`src/rtl/uart_pkg.sv`:
```
// Shared UART definitions: transmitter FSM states, frame layout and line levels.
package uart_pkg;

    localparam int unsigned DATA_BITS  = 8;
    localparam int unsigned FRAME_BITS = 10;
    localparam logic        START_BIT  = 1'b0;
    localparam logic        STOP_BIT   = 1'b1;

    typedef enum logic {IDLE, SEND} uart_tx_state_t;

    // Frame as it sits in the shift register: start bit in the LSB goes out first.
    typedef struct packed {
        logic                 stop;
        logic [DATA_BITS-1:0] data;
        logic                 start;
    } uart_frame_t;

endpackage

```
`src/rtl/uart_if.sv`:
```
// Host byte interface and serial line of the UART transmitter.
interface uart_if;
    import uart_pkg::*;

    logic [DATA_BITS-1:0] tx_data;
    logic                 tx_valid;
    logic                 tx_ready;
    logic                 TxD;
    logic                 tx_busy;
    logic                 tx_done;

    modport master (
        output tx_data, tx_valid,
        input  tx_ready, TxD, tx_busy, tx_done
    );

    modport slave (
        input  tx_data, tx_valid,
        output tx_ready, TxD, tx_busy, tx_done
    );
endinterface

```
`src/rtl/uart_baud_tick.sv`:
```
// Bit-period counter: counts 0..div_sample-1, flags the last and second-to-last clock of each bit.
module uart_baud_tick #(
    parameter int unsigned div_sample = 50
) (
    input  logic clk,
    input  logic reset,
    input  logic clear,
    output logic tick_c,
    output logic pre_tick_c
);
    localparam int unsigned cnt_w = (div_sample > 2) ? $clog2(div_sample) : 1;

    if (div_sample < 2) begin : g_div_check
        $error("uart_baud_tick: div_sample must be at least 2");
    end

    logic [cnt_w-1:0] cnt_q;
    logic [cnt_w-1:0] cnt_d;

    assign tick_c     = (cnt_q == cnt_w'(div_sample - 1));
    assign pre_tick_c = (cnt_q == cnt_w'(div_sample - 2));

    always_comb begin
        cnt_d = cnt_q + cnt_w'(1);
        if (clear || tick_c) cnt_d = '0;
    end

    always_ff @(posedge clk or posedge reset) begin
        if (reset) cnt_q <= '0;
        else       cnt_q <= cnt_d;
    end
endmodule

```
`src/rtl/uart_transmitter.sv`:
```
// 8N1 UART transmitter with a one-entry holding register for back-to-back frames.
module uart_transmitter #(
    parameter int unsigned clk_freq  = 50_000_000,
    parameter int unsigned baud_rate = 1_000_000
) (
    input  logic   clk,
    input  logic   reset,
    uart_if.slave  bus
);
    import uart_pkg::*;

    localparam int unsigned div_sample = clk_freq / baud_rate;
    localparam logic [3:0]  last_bit   = 4'(FRAME_BITS - 1);

    uart_tx_state_t        state_q, state_d;
    logic                  hold_full_q, hold_full_d;
    logic [DATA_BITS-1:0]  hold_reg_q, hold_reg_d;
    logic [FRAME_BITS-1:0] shift_q, shift_d;
    logic [3:0]            bit_cnt_q, bit_cnt_d;
    logic                  tx_done_q, tx_done_d;
    logic                  bit_end_c, pre_end_c, cnt_clear_c;
    uart_frame_t           frame_c;

    assign cnt_clear_c = (state_q == IDLE);

    uart_baud_tick #(.div_sample(div_sample)) u_baud_tick (
        .clk        (clk),
        .reset      (reset),
        .clear      (cnt_clear_c),
        .tick_c     (bit_end_c),
        .pre_tick_c (pre_end_c)
    );

    // Next-state logic: host accept, frame load, bit shifting and done look-ahead.
    always_comb begin
        state_d     = state_q;
        hold_full_d = hold_full_q;
        hold_reg_d  = hold_reg_q;
        shift_d     = shift_q;
        bit_cnt_d   = bit_cnt_q;
        tx_done_d   = 1'b0;
        frame_c     = '{stop: STOP_BIT, data: hold_reg_q, start: START_BIT};

        if (bus.tx_valid && !hold_full_q) begin
            hold_reg_d  = bus.tx_data;
            hold_full_d = 1'b1;
        end

        case (state_q)
            IDLE: begin
                if (hold_full_q) begin
                    shift_d     = frame_c;
                    hold_full_d = 1'b0;
                    bit_cnt_d   = '0;
                    state_d     = SEND;
                end
            end
            SEND: begin
                // Registered pulse lands on the final clock of the stop bit.
                if (pre_end_c && bit_cnt_q == last_bit) tx_done_d = 1'b1;
                if (bit_end_c) begin
                    if (bit_cnt_q != last_bit) begin
                        shift_d   = {1'b1, shift_q[FRAME_BITS-1:1]};
                        bit_cnt_d = bit_cnt_q + 4'd1;
                    end else if (hold_full_q) begin
                        shift_d     = frame_c;
                        hold_full_d = 1'b0;
                        bit_cnt_d   = '0;
                    end else begin
                        bit_cnt_d = '0;
                        state_d   = IDLE;
                    end
                end
            end
            default: state_d = IDLE;
        endcase
    end

    always_ff @(posedge clk or posedge reset) begin
        if (reset) begin
            state_q     <= IDLE;
            hold_full_q <= 1'b0;
            hold_reg_q  <= '0;
            shift_q     <= '1;
            bit_cnt_q   <= '0;
            tx_done_q   <= 1'b0;
        end else begin
            state_q     <= state_d;
            hold_full_q <= hold_full_d;
            hold_reg_q  <= hold_reg_d;
            shift_q     <= shift_d;
            bit_cnt_q   <= bit_cnt_d;
            tx_done_q   <= tx_done_d;
        end
    end

    // Shift register idles at all ones, so its LSB is the glitch-free line.
    assign bus.TxD      = shift_q[0];
    assign bus.tx_ready = ~hold_full_q;
    assign bus.tx_busy  = (state_q == SEND);
    assign bus.tx_done  = tx_done_q;
endmodule

```
`src/flat_wrapper.sv`:
```
// flat-port wrapper written by rule: the top's interface ports become plain ports
module uart_transmitter_flat import uart_pkg::*;
#(
    parameter int unsigned clk_freq  = 50_000_000,
    parameter int unsigned baud_rate = 1_000_000
)
  (clk, reset, bus_tx_data, bus_tx_valid, bus_tx_ready, bus_TxD, bus_tx_busy, bus_tx_done);
  uart_if bus_i ();
  input  logic clk;
  input  logic reset;
  input wire logic [$bits(bus_i.tx_data)-1:0] bus_tx_data;
  input wire logic [$bits(bus_i.tx_valid)-1:0] bus_tx_valid;
  output wire logic [$bits(bus_i.tx_ready)-1:0] bus_tx_ready;
  output wire logic [$bits(bus_i.TxD)-1:0] bus_TxD;
  output wire logic [$bits(bus_i.tx_busy)-1:0] bus_tx_busy;
  output wire logic [$bits(bus_i.tx_done)-1:0] bus_tx_done;
  assign bus_i.tx_data = bus_tx_data;
  assign bus_i.tx_valid = bus_tx_valid;
  assign bus_tx_ready = bus_i.tx_ready;
  assign bus_TxD = bus_i.TxD;
  assign bus_tx_busy = bus_i.tx_busy;
  assign bus_tx_done = bus_i.tx_done;
  uart_transmitter #(.clk_freq(clk_freq), .baud_rate(baud_rate)) u_core (.clk(clk), .reset(reset), .bus(bus_i));
endmodule
```
`config.mk`:
```
export PLATFORM = sky130hd
export DESIGN_NAME = uart_transmitter_flat
export DESIGN_NICKNAME = d
export VERILOG_FILES = /design/src/rtl/uart_pkg.sv /design/src/rtl/uart_if.sv /design/src/rtl/uart_baud_tick.sv /design/src/rtl/uart_transmitter.sv /design/src/flat_wrapper.sv
export SDC_FILE = /design/constraint.sdc
export NUM_CORES = 1
export LEC_CHECK = 0
export CAP_MARGIN = 40
export CORE_MARGIN = 10
export CORE_UTILIZATION = 49
export CTS_CLUSTER_DIAMETER = 80
export DETAILED_ROUTE_END_ITERATION = 8
export GPL_TIMING_DRIVEN = 0
export PLACE_DENSITY_LB_ADDON = 0.12
export SYNTH_ARGS = -nofsm -noshare
export SYNTH_HDL_FRONTEND = slang
export SYNTH_SLANG_ARGS = --single-unit
export TNS_END_PERCENT = 100
```
`constraint.sdc`:
```
create_clock -name clk -period 1.49 [get_ports clk]
set_input_delay 0.447 -clock clk [delete_from_list [all_inputs] [get_ports clk]]
set_output_delay 0.447 -clock clk [all_outputs]
set_load 0.1 [all_outputs]
```
==> summary.md <==
| Metric | Value |
|---|---|
| Power density over the cells | 1601 nW/um^2 |
| Non-Filler Instances | 179 |
| Fin crit period | 1.518 ns |
| Placer Congestion | 0.7208 |
| GRT overflow | 0 |
| Routed via count | 989 |
| Most used routing layer | met2 |
| Worst-path clk slew | 0.10 ns |
| DRT Wirelength | 2.722 mm |
| Htree depth | 2 |
| Leakage | 0.0007853 uW |
| Critical path's top delay family | flip-flops |
| Hpwl dp | 1.921 mm |
| Fin nets | 163 |
| Crit path kind | reg -> reg |
| Cell chain of the critical path | inv_1, ha_2, nand3b_1, nand2_4, buf_6, nor2_1, mux2_2 |
| Rows | 19 |
| Top_reg_cell synth | dfrtp_1 |
| Input/output buffers | 14 |
| Core footprint | 2758 sq um |
| Syn Nets | 131 |
| Ant. Diodes | 0 |
| Final Hold Vio Count | 0 |
| Layout Skew | 0.009088 ns |
| Endpoint class of the critical path | register |
| CP max stage delay | 0.43 ns |
| Upper clock frequency limit | 658.9 MHz |
| First-pass GRT wire length | 4.650 mm |
| Crit-path slowest cell | dfrtp_1 |
| Setup violations, final | 6 |
| Synth warn | 0 |
| Hold crit path type | in -> async |
| CP Max Fanout | 4 |
| Worst Path Required | 1.72 ns |
| Post-synthesis register bit count | 31 |
| Register area share after synthesis | 0.5605 |
| Distinct cells, synth | 27 |
| All-Layer GR Usage | 0.1089 |
| Root buf cell | clkbuf_4 |
| TritonRoute pass-1 iters | 4 |
| Crit path DAT | 1.74 ns |
| ANT nets after route | 0 |
| Die width | 73.58 microns |
| DRC errors left | 0 |
| CTS Buffer Depth | 2 |
| Peak supply drop | 1.360 mV |
| Vias in the first global route | 1013 |
| Max Cap Violations | 0 |
| Worst Path Buf+Inv | 2 |
| Cts-stage hold buffer count | 0 |
| Post-synth ARST share | 1.000 |
| Initial Util | 0.5100 |
| Setup crit start kind | register |
| Largest net degree at the start of global routing | 17 |
| DIE AREA | 5413 sq um |
| Met1 usage | 0.1261 |
| Post-synth EDFFs | 0 |
| Slew @ Worst Pin | 0.6495 ns |
| Final worst slack | -0.02763 ns |
| CTS sink count | 31 |
| Layout area overhead | 32.92% |
| Slew HR | 0.5666 |
| Worst-skew pair later-pin latency | 0.33 ns |
| Initial antenna violation count | 0 |
| Avg Cell Area, Syn | 12.23 sq um |
| TritonCTS clock tree | yes |
| IO Count | 15 |
| Routed len/inst | 15.21 microns |
| Die height | 73.58 microns |
| Met3 GRT Util | 0.04441 |
| Synth Instances | 115 |
| Failing checks | negative setup slack |
| # fillers | 222 |
| Status | finished, violations left |
| Vias/cell | 5.525 |
| Inst Count DP | 165 |
| Final core utilization | 0.6779 |
| RSZ-0062 raised after global routing | true |
| Global-route track usage on met2 | 0.1771 |
| DR iter-0 viols | 49 |
| Pins over their slew limit | 0 |
| CTS Buf Count | 5 |
| Share of layout cells above drive strength 1 | 0.3919 |
| Fin crit share | 1.019 |
| Mapped cell area | 1406 sq um |
[routing by layer]
layer	routed length [microns]	share of wire
met5	0	0
met4	50	0.018
met3	123	0.045
met2	1396	0.51
met1	1151	0.42
[Yosys cell counts (2+ instances only)]
library cell	count	area, sq um
xnor2_1	4	35.03
ha_1	5	62.56
dfrtp_1	21	525.5
mux2_2	9	101.4
nor2_1	10	37.54
clkbuf_1	3	11.26
a2bb2oi_1	8	70.07
nand2_1	5	18.77
nand3_1	4	20.02
dfstp_2	10	262.8
o2bb2ai_1	3	26.28
o22ai_1	9	56.30
inv_1	9	33.78
xor2_1	2	17.52
[cells in the final DEF, fill, tap and decap left out, types with 2 or more instances in the layout]
cell and n:
a21boi_4 2, a2bb2oi_1 7, buf_12 4, buf_4 9, buf_6 2, clkbuf_4 6, clkbuf_8 2, clkdlybuf4s50_1 10
dfrtp_1 19, dfstp_2 10, ha_1 4, inv_1 8, mux2_2 9, nand2_1 4, nand3_1 4, nor2_1 10
o22ai_1 9, o2bb2ai_1 3, xnor2_1 4, xor2_1 2
[flip-flops by register name, summed over array words and instances, names as in the netlist]
signal                    count
u_core.hold_full_q            1
u_core.u_baud_tick.cnt_q      6
u_core.bus.tx_done            1
u_core.bus.tx_busy            1
u_core.shift_q               10
u_core.bit_cnt_q              4
u_core.hold_reg_q             8
[where the power goes]
part	switching, uW	total [uW]	internal [uW]
Sequential	218	1430	1210
Clock	297	693	396
Combinational	388	872	483
Total	903	2990	2090
[cell families after synthesis]
family,after synthesis,synth area share
flops,31,0.5605
compound gates,26,0.1530
mux,9,0.07207
xor+xnor,6,0.03737
simple gates,25,0.09699
buf+inv,13,0.03558
fa+ha+maj,5,0.04448
[per-stage QoR]
stage / instance area [sq um] / setup TNS, ns / setup WS, ns / total power, uW / hold WS, ns
2_1_floorplan: 1425 / -0.7211 / -0.08411 / 2034 / 0.4654
5_1_grt: 1869 / -0.8818 / -0.1065 / 3184 / 0.5225
6_report: 1869 / -0.1108 / -0.02763 / 2994 / 0.4979
3_3_place_gp: 1604 / -15.48 / -0.6726 / 2176 / 0.4567
4_1_cts: 1802 / -0.6255 / -0.1243 / 2979 / 0.5037
3_5_place_dp: 1679 / -5.835 / -0.4827 / 2262 / 0.4575
[path summary, 6_finish.rpt]
path	startpoint	endpoint	slack (ns)	cells after the start
worst max-delay path	u_core.bit_cnt_q[1]$_DFFE_PP0P_	u_core.bit_cnt_q[0]$_DFFE_PP0P_	-0.03	7
max in group asynchronous	reset	u_core.shift_q[7]$_DFFE_PP1P_	0.38	3
worst min register to register	u_core.shift_q[1]$_DFFE_PP1P_	u_core.shift_q[0]$_DFFE_PP1P_	0.50	2
worst max register to register	u_core.bit_cnt_q[1]$_DFFE_PP0P_	u_core.bit_cnt_q[0]$_DFFE_PP0P_	-0.03	7
min in group clk	u_core.shift_q[1]$_DFFE_PP1P_	u_core.shift_q[0]$_DFFE_PP1P_	0.50	2
worst min-delay path	reset	u_core.bus.tx_busy$_DFF_PP0_	0.50	2
[what timing repair did]
action                                  in CTS  in global routing
pin swaps                                    1                  2
endpoints found under the setup margin      25                 24
resized for setup                           13                 13
hold endpoints to repair                     0                  0
cloned                                       0                  1
setup buffers                                5                  4
[area by class of cell]
type                       count  area [sq um]  share of cell area
timing repair buffer          24         266.5              0.1426
sequential                    31         793.3              0.4244
clock inverter                 2         35.03             0.01874
multi-input combinational     72         606.8              0.3246
buffer                         4         40.04             0.02142
clock buffer                   6         51.30             0.02744
inverter                       9         37.54             0.02008
tap                           31         38.79             0.02075
Power figures use the tool's default switching activity.
